## src/rtl/uart_rx.sv

```systemverilog
// uart_rx: 8N1 serial receiver running on the system clock.
//   The line is synchronized with two flops and sampled with a 3-tap majority
//   vote around each bit center. Each good byte lands in a one-entry output
//   register that is held until the consumer acknowledges it with rd_i.
// Ports:
//   clk_i       system clock
//   rstn_i      asynchronous active-low reset
//   line_i      serial input, idle high, asynchronous to clk_i
//   rd_i        consumer acknowledge, clears valid_o
//   data_o      last good byte received
//   valid_o     data_o holds an unread byte
//   frame_err_o one-cycle pulse when the stop bit is sampled low
//   overrun_o   one-cycle pulse when an unread byte is overwritten
//   busy_o      receiver is not idle
module uart_rx #(
  parameter int CLK_HZ       = 24000000,
  parameter int BAUD         = 115200,
  parameter int CLKS_PER_BIT = CLK_HZ / BAUD,
  parameter int CNT_W        = $clog2(CLKS_PER_BIT)
) (
  input  logic       clk_i,
  input  logic       rstn_i,
  input  logic       line_i,
  input  logic       rd_i,
  output logic [7:0] data_o,
  output logic       valid_o,
  output logic       frame_err_o,
  output logic       overrun_o,
  output logic       busy_o
);
  localparam int MID = CLKS_PER_BIT / 2;

  // Start bit: vote at MID-1..MID+1 from the detected edge.
  localparam logic [CNT_W-1:0] ST_S0  = CNT_W'(MID - 1);
  localparam logic [CNT_W-1:0] ST_S1  = CNT_W'(MID);
  localparam logic [CNT_W-1:0] ST_DEC = CNT_W'(MID + 1);
  // Data/stop bits: the counter restarts at the start-bit decision, so the
  // same window shifted by one full bit sits just before the wrap.
  localparam logic [CNT_W-1:0] BT_S0  = CNT_W'(CLKS_PER_BIT - 3);
  localparam logic [CNT_W-1:0] BT_S1  = CNT_W'(CLKS_PER_BIT - 2);
  localparam logic [CNT_W-1:0] BT_DEC = CNT_W'(CLKS_PER_BIT - 1);

  typedef enum logic [2:0] {IDLE, START, DATA, STOP, BRK_WAIT} state_e;

  state_e           state_q, state_d;
  logic             sync1_q, sync1_d, sync2_q, sync2_d, prev_q, prev_d;
  logic [CNT_W-1:0] cnt_q, cnt_d;
  logic [2:0]       idx_q, idx_d;
  logic [7:0]       shift_q, shift_d;
  logic [1:0]       vote_q, vote_d;
  logic [7:0]       data_q, data_d;
  logic             valid_q, valid_d;
  logic             frame_err_q, frame_err_d;
  logic             overrun_q, overrun_d;

  logic [CNT_W-1:0] s0_pt, s1_pt, dec_pt, cnt_nxt;
  logic             counting, at_dec, vote, commit;

  always_comb begin
    sync1_d     = line_i;
    sync2_d     = sync1_q;
    prev_d      = sync2_q;
    state_d     = state_q;
    cnt_d       = cnt_q;
    idx_d       = idx_q;
    shift_d     = shift_q;
    vote_d      = vote_q;
    data_d      = data_q;
    valid_d     = valid_q;
    frame_err_d = 1'b0;
    overrun_d   = 1'b0;
    commit      = 1'b0;

    counting = (state_q == START) || (state_q == DATA) || (state_q == STOP);
    s0_pt    = (state_q == START) ? ST_S0  : BT_S0;
    s1_pt    = (state_q == START) ? ST_S1  : BT_S1;
    dec_pt   = (state_q == START) ? ST_DEC : BT_DEC;
    at_dec   = counting && (cnt_q == dec_pt);
    cnt_nxt  = (cnt_q == BT_DEC) ? '0 : cnt_q + 1'b1;

    // First two taps are stored; the third is the live synchronized line.
    if (counting && cnt_q == s0_pt) vote_d[0] = sync2_q;
    if (counting && cnt_q == s1_pt) vote_d[1] = sync2_q;
    vote = (vote_q[0] & vote_q[1]) | (vote_q[0] & sync2_q) | (vote_q[1] & sync2_q);

    case (state_q)
      IDLE: begin
        if (prev_q && !sync2_q) begin
          cnt_d   = '0;
          state_d = START;
        end
      end
      START: begin
        cnt_d = cnt_nxt;
        if (at_dec) begin
          if (vote) begin
            state_d = IDLE;           // false start, dropped silently
          end else begin
            cnt_d   = '0;
            idx_d   = '0;
            state_d = DATA;
          end
        end
      end
      DATA: begin
        cnt_d = cnt_nxt;
        if (at_dec) begin
          shift_d = {vote, shift_q[7:1]};
          idx_d   = idx_q + 1'b1;
          if (idx_q == 3'd7) state_d = STOP;
        end
      end
      STOP: begin
        cnt_d = cnt_nxt;
        if (at_dec) begin
          if (vote) begin
            commit  = 1'b1;
            state_d = IDLE;           // leave early so a short stop bit still works
          end else begin
            frame_err_d = 1'b1;
            state_d     = BRK_WAIT;   // one error per low period, however long
          end
        end
      end
      BRK_WAIT: begin
        if (sync2_q) state_d = IDLE;
      end
      default: state_d = IDLE;
    endcase

    // A commit wins over an acknowledge in the same cycle.
    if (commit) begin
      data_d    = shift_q;
      valid_d   = 1'b1;
      overrun_d = valid_q & ~rd_i;
    end else if (rd_i) begin
      valid_d = 1'b0;
    end
  end

  always_ff @(posedge clk_i or negedge rstn_i) begin
    if (!rstn_i) begin
      sync1_q     <= 1'b1;
      sync2_q     <= 1'b1;
      prev_q      <= 1'b1;
      state_q     <= IDLE;
      cnt_q       <= '0;
      idx_q       <= '0;
      shift_q     <= '0;
      vote_q      <= '0;
      data_q      <= '0;
      valid_q     <= 1'b0;
      frame_err_q <= 1'b0;
      overrun_q   <= 1'b0;
    end else begin
      sync1_q     <= sync1_d;
      sync2_q     <= sync2_d;
      prev_q      <= prev_d;
      state_q     <= state_d;
      cnt_q       <= cnt_d;
      idx_q       <= idx_d;
      shift_q     <= shift_d;
      vote_q      <= vote_d;
      data_q      <= data_d;
      valid_q     <= valid_d;
      frame_err_q <= frame_err_d;
      overrun_q   <= overrun_d;
    end
  end

  assign data_o      = data_q;
  assign valid_o     = valid_q;
  assign frame_err_o = frame_err_q;
  assign overrun_o   = overrun_q;
  assign busy_o      = (state_q != IDLE);

endmodule

```

## config.mk

```make
export PLATFORM = sky130hd
export DESIGN_NAME = uart_rx
export DESIGN_NICKNAME = d
export VERILOG_FILES = /design/src/rtl/uart_rx.sv
export SDC_FILE = /design/constraint.sdc
export NUM_CORES = 1
export LEC_CHECK = 0
export CAP_MARGIN = 10
export CORE_MARGIN = 2
export CORE_UTILIZATION = 59
export CTS_BUF_LIST = sky130_fd_sc_hd__clkbuf_8
export CTS_CLUSTER_DIAMETER = 150
export DETAILED_ROUTE_END_ITERATION = 8
export HOLD_SLACK_MARGIN = 0.02
export PLACE_DENSITY = 0.84
export SYNTH_ARGS = -nofsm -noshare
export SYNTH_HDL_FRONTEND = slang
export SYNTH_SLANG_ARGS = --single-unit
```

## constraint.sdc

```tcl
create_clock -name clk_i -period 2.2 [get_ports clk_i]
set_input_delay 0.55 -clock clk_i [delete_from_list [all_inputs] [get_ports clk_i]]
set_output_delay 0.55 -clock clk_i [all_outputs]
set_load 0.005 [all_outputs]
```

==> Word-level counts from Yosys, hierarchy flattened <==
Index checks and enable logic that the tools add are counted.
{ "classes": {"addsub": 2, "bitwise_logic": 7, "n_mux": 30, "reduce_logical": 17, "n_eq_ne": 16} }
{ "op_table": {"columns": ["cell", "count"], "rows": [
  ["$mux 8", 7],
  ["$mux 3", 10],
  ["$eq 8x8->1", 3],
  ["$pmux 8 s3", 1],
  ["$pmux 3 s5", 1],
  ["$ne 2x2->1 const B", 6],
  ["$mux 1", 9],
  ["$add 8x1->8 const B", 1],
  ["$eq 8x8->1 const B", 1],
  ["$eq 3x2->1 const B", 2],
  ["$eq 3x3->1 const B", 2],
  ["$pmux 3 s2", 1],
  ["$reduce_and 6->1", 1],
  ["$reduce_bool 3->1", 2],
  ["$and 1x1->1", 4],
  ["$logic_and 1x1->1", 4],
  ["$reduce_and 2->1", 2],
  ["$reduce_and 4->1", 1],
  ["$reduce_bool 2->1", 2],
  ["$add 3x1->3 const B", 1],
  ["$eq 3x1->1 const B", 1],
  ["$logic_not 3->1", 1],
  ["$logic_or 1x1->1", 2],
  ["$mux 2", 1],
  ["other kinds (5)", 6]
]} }
{ "word_totals": {"reg_bits": 38, "wordCells": 85, "output_inout_bits": 12} }

==> Longest topological paths before layout <==
Gate-level depths: netlist of run 1.
{ "depth": {"depth_word": 7, "mapped_depth": 7, "depth_no_buf": 5} }

==> Least setup slack after synthesis of run 1 <==
OpenSTA, ideal clock, no wires.
{ "synth_timing": {"path_kind": "flip-flop to flip-flop", "startpoint": "register state_q[1]", "endpoint": "register shift_q[0]", "path_slack_ns": 0.249, "synth_period_minus_slack_ns": 1.951, "arrival_ns": 1.826, "stages_incl_launch_ff": 7, "required_ns": 2.075, "path_cell_list": "dfrtp_1 -> nor3b_4 -> and4_1 -> nor2_2 -> or3_1 -> buf_6 -> mux2_4"} }
{ "synth_via": {"elab_chain_len": 5, "elab_cells_between_ends": 9, "classes_between": "4 x eq/ne; 1 x mux; 4 x reduce/logical"} }
{ "synth_rtl": {"columns": ["element", "line", "text"], "rows": [
  ["start, declared", "45", "state_e state_q, state_d;"],
  ["start signal, assigned", "159", "state_q <= state_d;"],
  ["$eq 3x1->1 or $eq 3x2->1 (tied branches)", "74, 77, 86", null],
  ["$mux 8 or $logic_or 1x1->1 (tied branches)", "77, 74", null],
  ["$eq 8x8->1 or $logic_or 1x1->1 (tied branches)", "78, 74", null],
  ["$logic_and 1x1->1", "78", "at_dec = counting && (cnt_q == dec_pt);"],
  ["$reduce_and 2->1 (no line) *", null, null],
  ["end signal, assigned", "162", "shift_q <= shift_d;"],
  ["end, declared", "49", "logic [7:0] shift_q, shift_d;"]
]} }
Mark *: on every way between the ends. The rest lies on a longest branch, timed or not.
A chain may end at the register's enable or synchronous reset.

==> Worst setup path after layout of run 1 <==
{ "layout_timing": {"startpoint": "register cnt_q[5]", "endpoint": "register cnt_q[1]"} }
{ "layout_via": {"elab_chain_len": 5, "elab_cells_between_ends": 7, "classes_between": "2 x eq/ne; 4 x mux; 1 x reduce/logical"} }
{ "layout_rtl": {"columns": ["element", "line", "text"], "rows": [
  ["start, declared", "47", "logic [CNT_W-1:0] cnt_q, cnt_d;"],
  ["start signal, assigned", "160", "cnt_q <= cnt_d;"],
  ["$eq 8x8->1", "79", "cnt_nxt = (cnt_q == BT_DEC) ? '0 : cnt_q + 1'b1;"],
  ["$mux 8", "79", null],
  ["$mux 8", "96", "if (vote) begin"],
  ["$mux 8", "95", "if (at_dec) begin"],
  ["$pmux 8 s3 *", "86", "case (state_q)"]
]} }
Marks and branches as above.

==> run_results.csv, run 1 <==
group,metric,value,unit
cells_and_area,nNetsFinal,188,
grt,grt_pass1_wl,5910,µm
detailed_routing,route.detailed.drc,0,
sta,fin_crit_sh,94.8,%
detailed_routing,first_iter_violations,49,
worst_setup_path,r2r_end,"cnt_q[1]",
sta,hold_viol_final,0,
worst_setup_path,reg2reg_slack,0.11,ns
synth,syn_inst,157,
status,status,"finished, final reports clean",
synth,ys_ff_latch,38,
clock_tree,numCtsBuffers,5,
worst_setup_path,path_buf_inv,1,
power,p_switching,428,µW
die,fp.dieW,59.6,µm
sta,rsz0062_at_grt,"no",
die,rows,20,
worst_setup_path,crit_family,"simple AND/OR/NAND/NOR gates",
detailed_routing,drt-wirelength-per-cell,15.9,µm
run,max-cap-violations,0,
sta,final_max_slew_viol_count,0,
worst_setup_path,critPathMaxFanout,8,
synth,syn_nets,164,
worst_setup_path,rr_worst_depth,6,
power,powerDensity,761,nW/µm²
power,p_sw_share,26.3,%
grt,antenna_found_initial,0,
cells_and_area,n_antenna_cell,0,
sta,tightest_slew,0.814,ns
synth,yosysWarningCount,0,
detailed_routing,wirelength,3410,µm
die,core-area,3000,µm²
clock_tree,clockBufferDepth,2,
sta,setup_viol,0,
cells_and_area,syn_to_final_growth,17.2,%
clock_tree,cts_root_buf,"clkbuf_8",
detailed_routing,vias,1296,
power,p_seq_share,53.3,%
placed_design,gp_routability_congestion,0.837,
power,clockPowerShare,34.1,%
grt,grt_pass1_vias,1304,
clock_tree,clk_pin_slew,0.07,ns
placed_design,dp_hpwl,2470,µm
worst_setup_path,worstPathArrival,2.26,ns
power,comb_power_share,12.7,%
worst_setup_path,cp.required,2.37,ns
die,start_util,60.8,%
synth,synth.yosys.seq_area_share,52.3,%
worst_setup_path,path_class,"flip-flop to flip-flop",
cells_and_area,fill_cells,234,
worst_setup_path,r2r_start,"cnt_q[5]",
grt,grt.overflow.total,0,
detailed_routing,dr.pass1.iters,4,
sta,hold_ws,0.353,ns
cells_and_area,layout-drive-gt1-share,24.2,%
worst_setup_path,crit_chain,"nand4bb_1 -> nor3_2 -> buf_4 -> o21ai_0 -> and2_1 -> a32o_1",
synth,syn_area_per_cell,11.6,µm²
detailed_routing,avgViaCountPerCell,6.03,
grt,grt.total_usage,22.7,%
die,ios,16,
synth,synth_cell_types,42,
die,die-area,3560,µm²
placed_design,port_buffers,15,
worst_setup_path,cp-start-kind,"flip-flop",
power,p_total,1630,µW
sta,finClkSkew,0.00446,ns
power,max-vdd-ir-drop,0.000545,V
detailed_routing,antenna_left,0,
sta,relSlewSlack,45.7,%
worst_setup_path,crit_path_end_kind,"flip-flop",
min_path,hp-class,"input pin to asynchronous set/reset pin",
clock_tree,cts_tree,"yes",
sta,fin_tns_setup,0,ns
synth,syn_area,1830,µm²
power,p_int,1200,µW
die,die_height,59.6,µm
grt,grt_max_degree,39,
clock_tree,cts.sinks,38,
worst_setup_path,slowest_stage,"dfrtp_1",
worst_setup_path,max_stage_delay,0.45,ns
power,leakage,0.00103,µW
clock_tree,clk-insertion-delay-late,0.29,ns
clock_tree,htree_levels,2,
sta,period_needed,2.09,ns
sta,fmax,0.479,GHz
## flip-flops by register name, indices dropped and copies added, names as in the netlist
| signal | flops |
|---|---|
| cnt_q | 8 |
| data_o | 8 |
| frame_err_o | 1 |
| idx_q | 3 |
| overrun_o | 1 |
| prev_d | 1 |
| prev_q | 1 |
| shift_q | 8 |
| state_q | 3 |
| sync1_q | 1 |
| valid_o | 1 |
| vote_q | 2 |
## power by group through the flow
stage / registers, µW / logic (µW) / clock network [µW]
2_1_floorplan: 837 / 179 / 0
3_3_place_gp: 867 / 194 / 0
3_5_place_dp: 876 / 205 / 0
4_1_cts: 863 / 208 / 566
5_1_grt: 881 / 233 / 595
6_report: 867 / 206 / 555
## worst max-delay path by stage
stage          slack (ns)        from  cells past startpoint    endpoint
5_1_grt              0.06    cnt_q[4]                      6    cnt_q[1]
3_3_place_gp         0.20    cnt_q[4]                      5  shift_q[5]
4_1_cts              0.08    cnt_q[5]                      5  shift_q[3]
6_report             0.11    cnt_q[5]                      6    cnt_q[1]
2_1_floorplan        0.25  state_q[1]                      6  shift_q[0]
3_5_place_dp          0.1    cnt_q[5]                      5  shift_q[3]
## cell type report
type	instances	area [µm²]	share of cell area, %
flip-flops and latches	38	955	44.6
repair buffers	22	196	9.18
clock inverters	3	37.5	1.75
inverters	4	15.0	0.702
clock buffers	5	68.8	3.22
well taps	33	41.3	1.93
multi-input cells	110	826	38.6
## kinds of logic after synthesis
logic type / count (synthesis) / synth area share, %
adders and majority gates: 4 / 2.60
muxes: 21 / 14.0
DFF: 38 / 52.3
xor gates and xnor gates: 1 / 0.480
AOI/OAI and AO/OA: 20 / 7.95
and+or+nand+nor: 64 / 19.9
buffers and inverters: 9 / 2.74
## layout by cell type (no fill, tap or decap), types with 2 or more instances in the layout
cell | synthesis | routed
ha_1 | 3 | 3
buf_4 | 0 | 7
nand4b_1 | 2 | 2
nand2b_1 | 2 | 2
mux2_4 | 6 | 6
mux2_2 | 12 | 12
inv_1 | 4 | 6
and2_1 | 2 | 2
a32o_1 | 2 | 2
clkdlybuf4s50_1 | 0 | 13
o2111ai_1 | 2 | 2
nand3_1 | 8 | 8
clkbuf_8 | 0 | 5
dfstp_2 | 3 | 3
or2_2 | 3 | 3
nor3_1 | 6 | 6
o21ai_0 | 7 | 7
nand2_1 | 15 | 15
dfrtp_1 | 35 | 35
a21o_1 | 2 | 2
o31ai_1 | 3 | 3
nor3b_1 | 2 | 2
nand4_1 | 2 | 2
nor2_1 | 10 | 10
mux2i_1 | 3 | 3
## cell usage after synthesis
cell       number  area share (%)
dfrtp_1        35              48
nand2_1        15             3.1
mux2_2         12             7.4
nor2_1         10             2.1
nand3_1         8             2.2
o21ai_0         7             1.9
mux2_4          6             4.9
nor3_1          6             1.6
inv_1           4            0.82
dfstp_2         3             4.3
ha_1            3             2.1
mux2i_1         3             1.6
o31ai_1         3             1.2
or2_2           3             1.0
a21o_1          2            0.82
a32o_1          2             1.1
and2_1          2            0.69
buf_6           2             1.2
clkbuf_1        2            0.41
nand2b_1        2            0.69
nand4_1         2            0.69
nand4b_1        2            0.96
nor3b_1         2            0.82
o2111ai_1       2            0.96
or3_1           2            0.69
a211oi_1        1            0.41
a31o_2          1            0.48
a41o_1          1            0.55
a41oi_1         1            0.48
and4_1          1            0.48
and4bb_2        1            0.69
buf_2           1            0.27
maj3_1          1            0.55
nand3b_1        1            0.41
nand4bb_1       1            0.62
nor2_2          1            0.34
nor2b_1         1            0.34
nor3_2          1            0.55
nor3b_4         1             1.0
nor4bb_1        1            0.55
or4_1           1            0.41
xor2_1          1            0.48
## stage by stage
step | setup slack, ns | std cells | util (%) | cell area [µm²]
after floorplan | 0.249 | 157 | - | 1830
after global placement | 0.199 | 205 | 67.1 | 2010
after detailed placement | 0.0976 | 205 | 67.1 | 2010
after CTS | 0.0791 | 215 | 71.1 | 2130
after global routing | 0.0606 | 215 | 71.3 | 2140
final | 0.114 | 215 | 71.3 | 2140
## routing by layer
layer / track usage (%) / up-vias / part of all wire (%)
li1: - / 618 / -
met1: 26.9 / 646 / 41
met2: 39.9 / 27 / 54
met3: 6.55 / 5 / 3.7
met4: 6.67 / 0 / 1.4
met5: 0 / - / 0
## timing repair
item / 4_1_cts / 5_1_grt
endpoints found under the setup margin: 1 / 4
hold buffers: 0 / 0
resized for setup: 1 / 1
buffers inserted: 2 / 0
## worst register-to-register path, delay by kind of cell, from the launching register on
family | cells | cell delay, ns
and+or+nand+nor | 3 | 0.85
AOI/OAI and AO/OA | 2 | 0.52
DFF | 1 | 0.45
buffers and inverters | 1 | 0.16
Power figures use the tool's default switching activity.
==> run 2: changes to the inputs <==
CORE_UTILIZATION = 56   (was 59)
CTS_BUF_LIST = not set   (was sky130_fd_sc_hd__clkbuf_8)
PLACE_DENSITY = 0.81   (was 0.84)
SKIP_LAST_GASP = 1   (was not set)
SLEW_MARGIN = 25   (was not set)
==> run 2 against run 1 <==
Design area up 0.23%; final cell count up 6.0%; die area up 5.0%; register-to-register slack about the same; wire length down 3.5%.
==> run_results.csv, run 2 (synthesis gave the netlist of run 1 again) <==
group,metric,value,unit
status,status,"finished, final reports clean",
clock_tree,numCtsBuffers,5,
sta,tightest_slew,0.808,ns
sta,final_max_slew_viol_count,0,
detailed_routing,drt-wirelength-per-cell,14.4,µm
clock_tree,cts.sinks,38,
die,die_height,61.1,µm
clock_tree,clk_pin_slew,0.13,ns
worst_setup_path,crit_path_end_kind,"flip-flop",
die,start_util,59.3,%
cells_and_area,final_common_cell,"dfrtp_1",
cells_and_area,layout-drive-gt1-share,26.1,%
worst_setup_path,cp.required,2.48,ns
worst_setup_path,path_class,"flip-flop to flip-flop",
grt,grt.overflow.total,0,
placed_design,dp_hpwl,2440,µm
placed_design,gp_routability_congestion,0.805,
sta,fmax,0.478,GHz
worst_setup_path,cp-start-kind,"flip-flop",
grt,grt_pass1_vias,1191,
die,fp.dieW,61.1,µm
sta,finClkSkew,0.0174,ns
grt,grt_max_degree,39,
power,max-vdd-ir-drop,0.000437,V
clock_tree,cts_root_buf,"clkbuf_4",
grt,grt_pass1_wl,5370,µm
sta,rsz0062_at_grt,"no",
min_path,hp-class,"input pin to asynchronous set/reset pin",
die,rows,20,
run,max-cap-violations,0,
worst_setup_path,worstPathArrival,2.37,ns
cells_and_area,n_antenna_cell,0,
power,powerDensity,730,nW/µm²
sta,hold_viol_final,0,
detailed_routing,dr.pass1.iters,5,
cells_and_area,fin_util,69.7,%
detailed_routing,route.detailed.drc,0,
sta,fin_crit_sh,95.0,%
detailed_routing,antenna_left,0,
cells_and_area,nNetsFinal,190,
sta,relSlewSlack,46.1,%
clock_tree,ctsHoldBuffers,0,
detailed_routing,avgViaCountPerCell,5.59,
detailed_routing,vias,1274,
die,core-area,3080,µm²
worst_setup_path,critPathMaxFanout,6,
grt,antenna_found_initial,0,
detailed_routing,wirelength,3290,µm
placed_design,port_buffers,15,
power,leakage,0.00102,µW
cells_and_area,layout_common_cells,"dfrtp_1 (35), nand2_1 (15), clkdlybuf4s50_1 (13), mux2_2 (12), nor2_1 (10)",
sta,period_needed,2.09,ns
die,ios,16,
detailed_routing,first_iter_violations,66,
die,die-area,3730,µm²
cells_and_area,syn_to_final_growth,17.5,%
clock_tree,cts_tree,"yes",
sta,setup_viol,0,
clock_tree,clk-insertion-delay-late,0.35,ns
clock_tree,htree_levels,2,
grt,grt.total_usage,20.3,%
sta,fin_tns_setup,0,ns
clock_tree,clockBufferDepth,2,
run 2: final timing paths:
| check | start | endpoint | slack [ns] | cells past startpoint |
|---|---|---|---|---|
| min in group clk_i | sync1_q | prev_d | 0.36 | 0 |
| worst max-delay path | state_q[2] | cnt_q[1] | 0.11 | 7 |
| max in group asynchronous | rstn_i | cnt_q[1] | 1.40 | 1 |
| worst min register to register | sync1_q | prev_d | 0.36 | 0 |
| worst min-delay path | rstn_i | idx_q[2] | 0.27 | 1 |
| worst max register to register | state_q[2] | cnt_q[1] | 0.11 | 7 |
run 2: through the flow:
step | hold WS [ns] | area [µm²] | worst slack (ns) | total power, µW | std cells
floorplan | 0.254 | 1830 | 0.249 | 1020 | 157
global placement | 0.345 | 2040 | 0.169 | 1080 | 218
detailed placement | 0.347 | 2040 | 0.0668 | 1100 | 218
CTS | 0.295 | 2140 | 0.0559 | 1570 | 228
global route | 0.313 | 2140 | 0.00569 | 1660 | 228
finish | 0.274 | 2140 | 0.109 | 1570 | 228
run 2: what timing repair did:
item | 4_1_cts | 5_1_grt
endpoints found under the setup margin | 1 | 6
resized for setup | 1 | 1
setup buffers | 2 | 0
run 2: power breakdown:
group	switching [µW]	internal (µW)
Sequential	92.7	759
Combinational	110	129
Clock	238	238
run 2: cell type report:
class | count | area [µm²]
Inverter | 4 | 15.0
Timing Repair Buffer | 24 | 211
Clock inverter | 3 | 45.0
Clock buffer | 5 | 37.5
Multi-Input combinational cell | 110 | 826
Tap cell | 44 | 55.1
Fill cell | 229 | 933
Sequential cell | 38 | 955
run 2: worst max-delay path: stages (launching register included):
cell and delay [ns]:
dfrtp_1 0.40, buf_4 0.14, nor3b_4 0.22, buf_4 0.18, nor3_2 0.06, o21ai_0 0.62, and2_1 0.25, a32o_1 0.16
run 2: metal layers:
layer / vias up / GRT usage, % / wire [µm]
li1: 627 / - / -
met1: 612 / 24.7 / 1420
met2: 27 / 33.9 / 1690
met3: 8 / 6.30 / 125
met4: 0 / 7.45 / 57
met5: - / 0 / 0
==> run 3: changes to the inputs <==
SLEW_MARGIN = not set   (was 25)
==> results of run 3 <==
The final DEF is identical to that of run 2; final timing and power are the same.
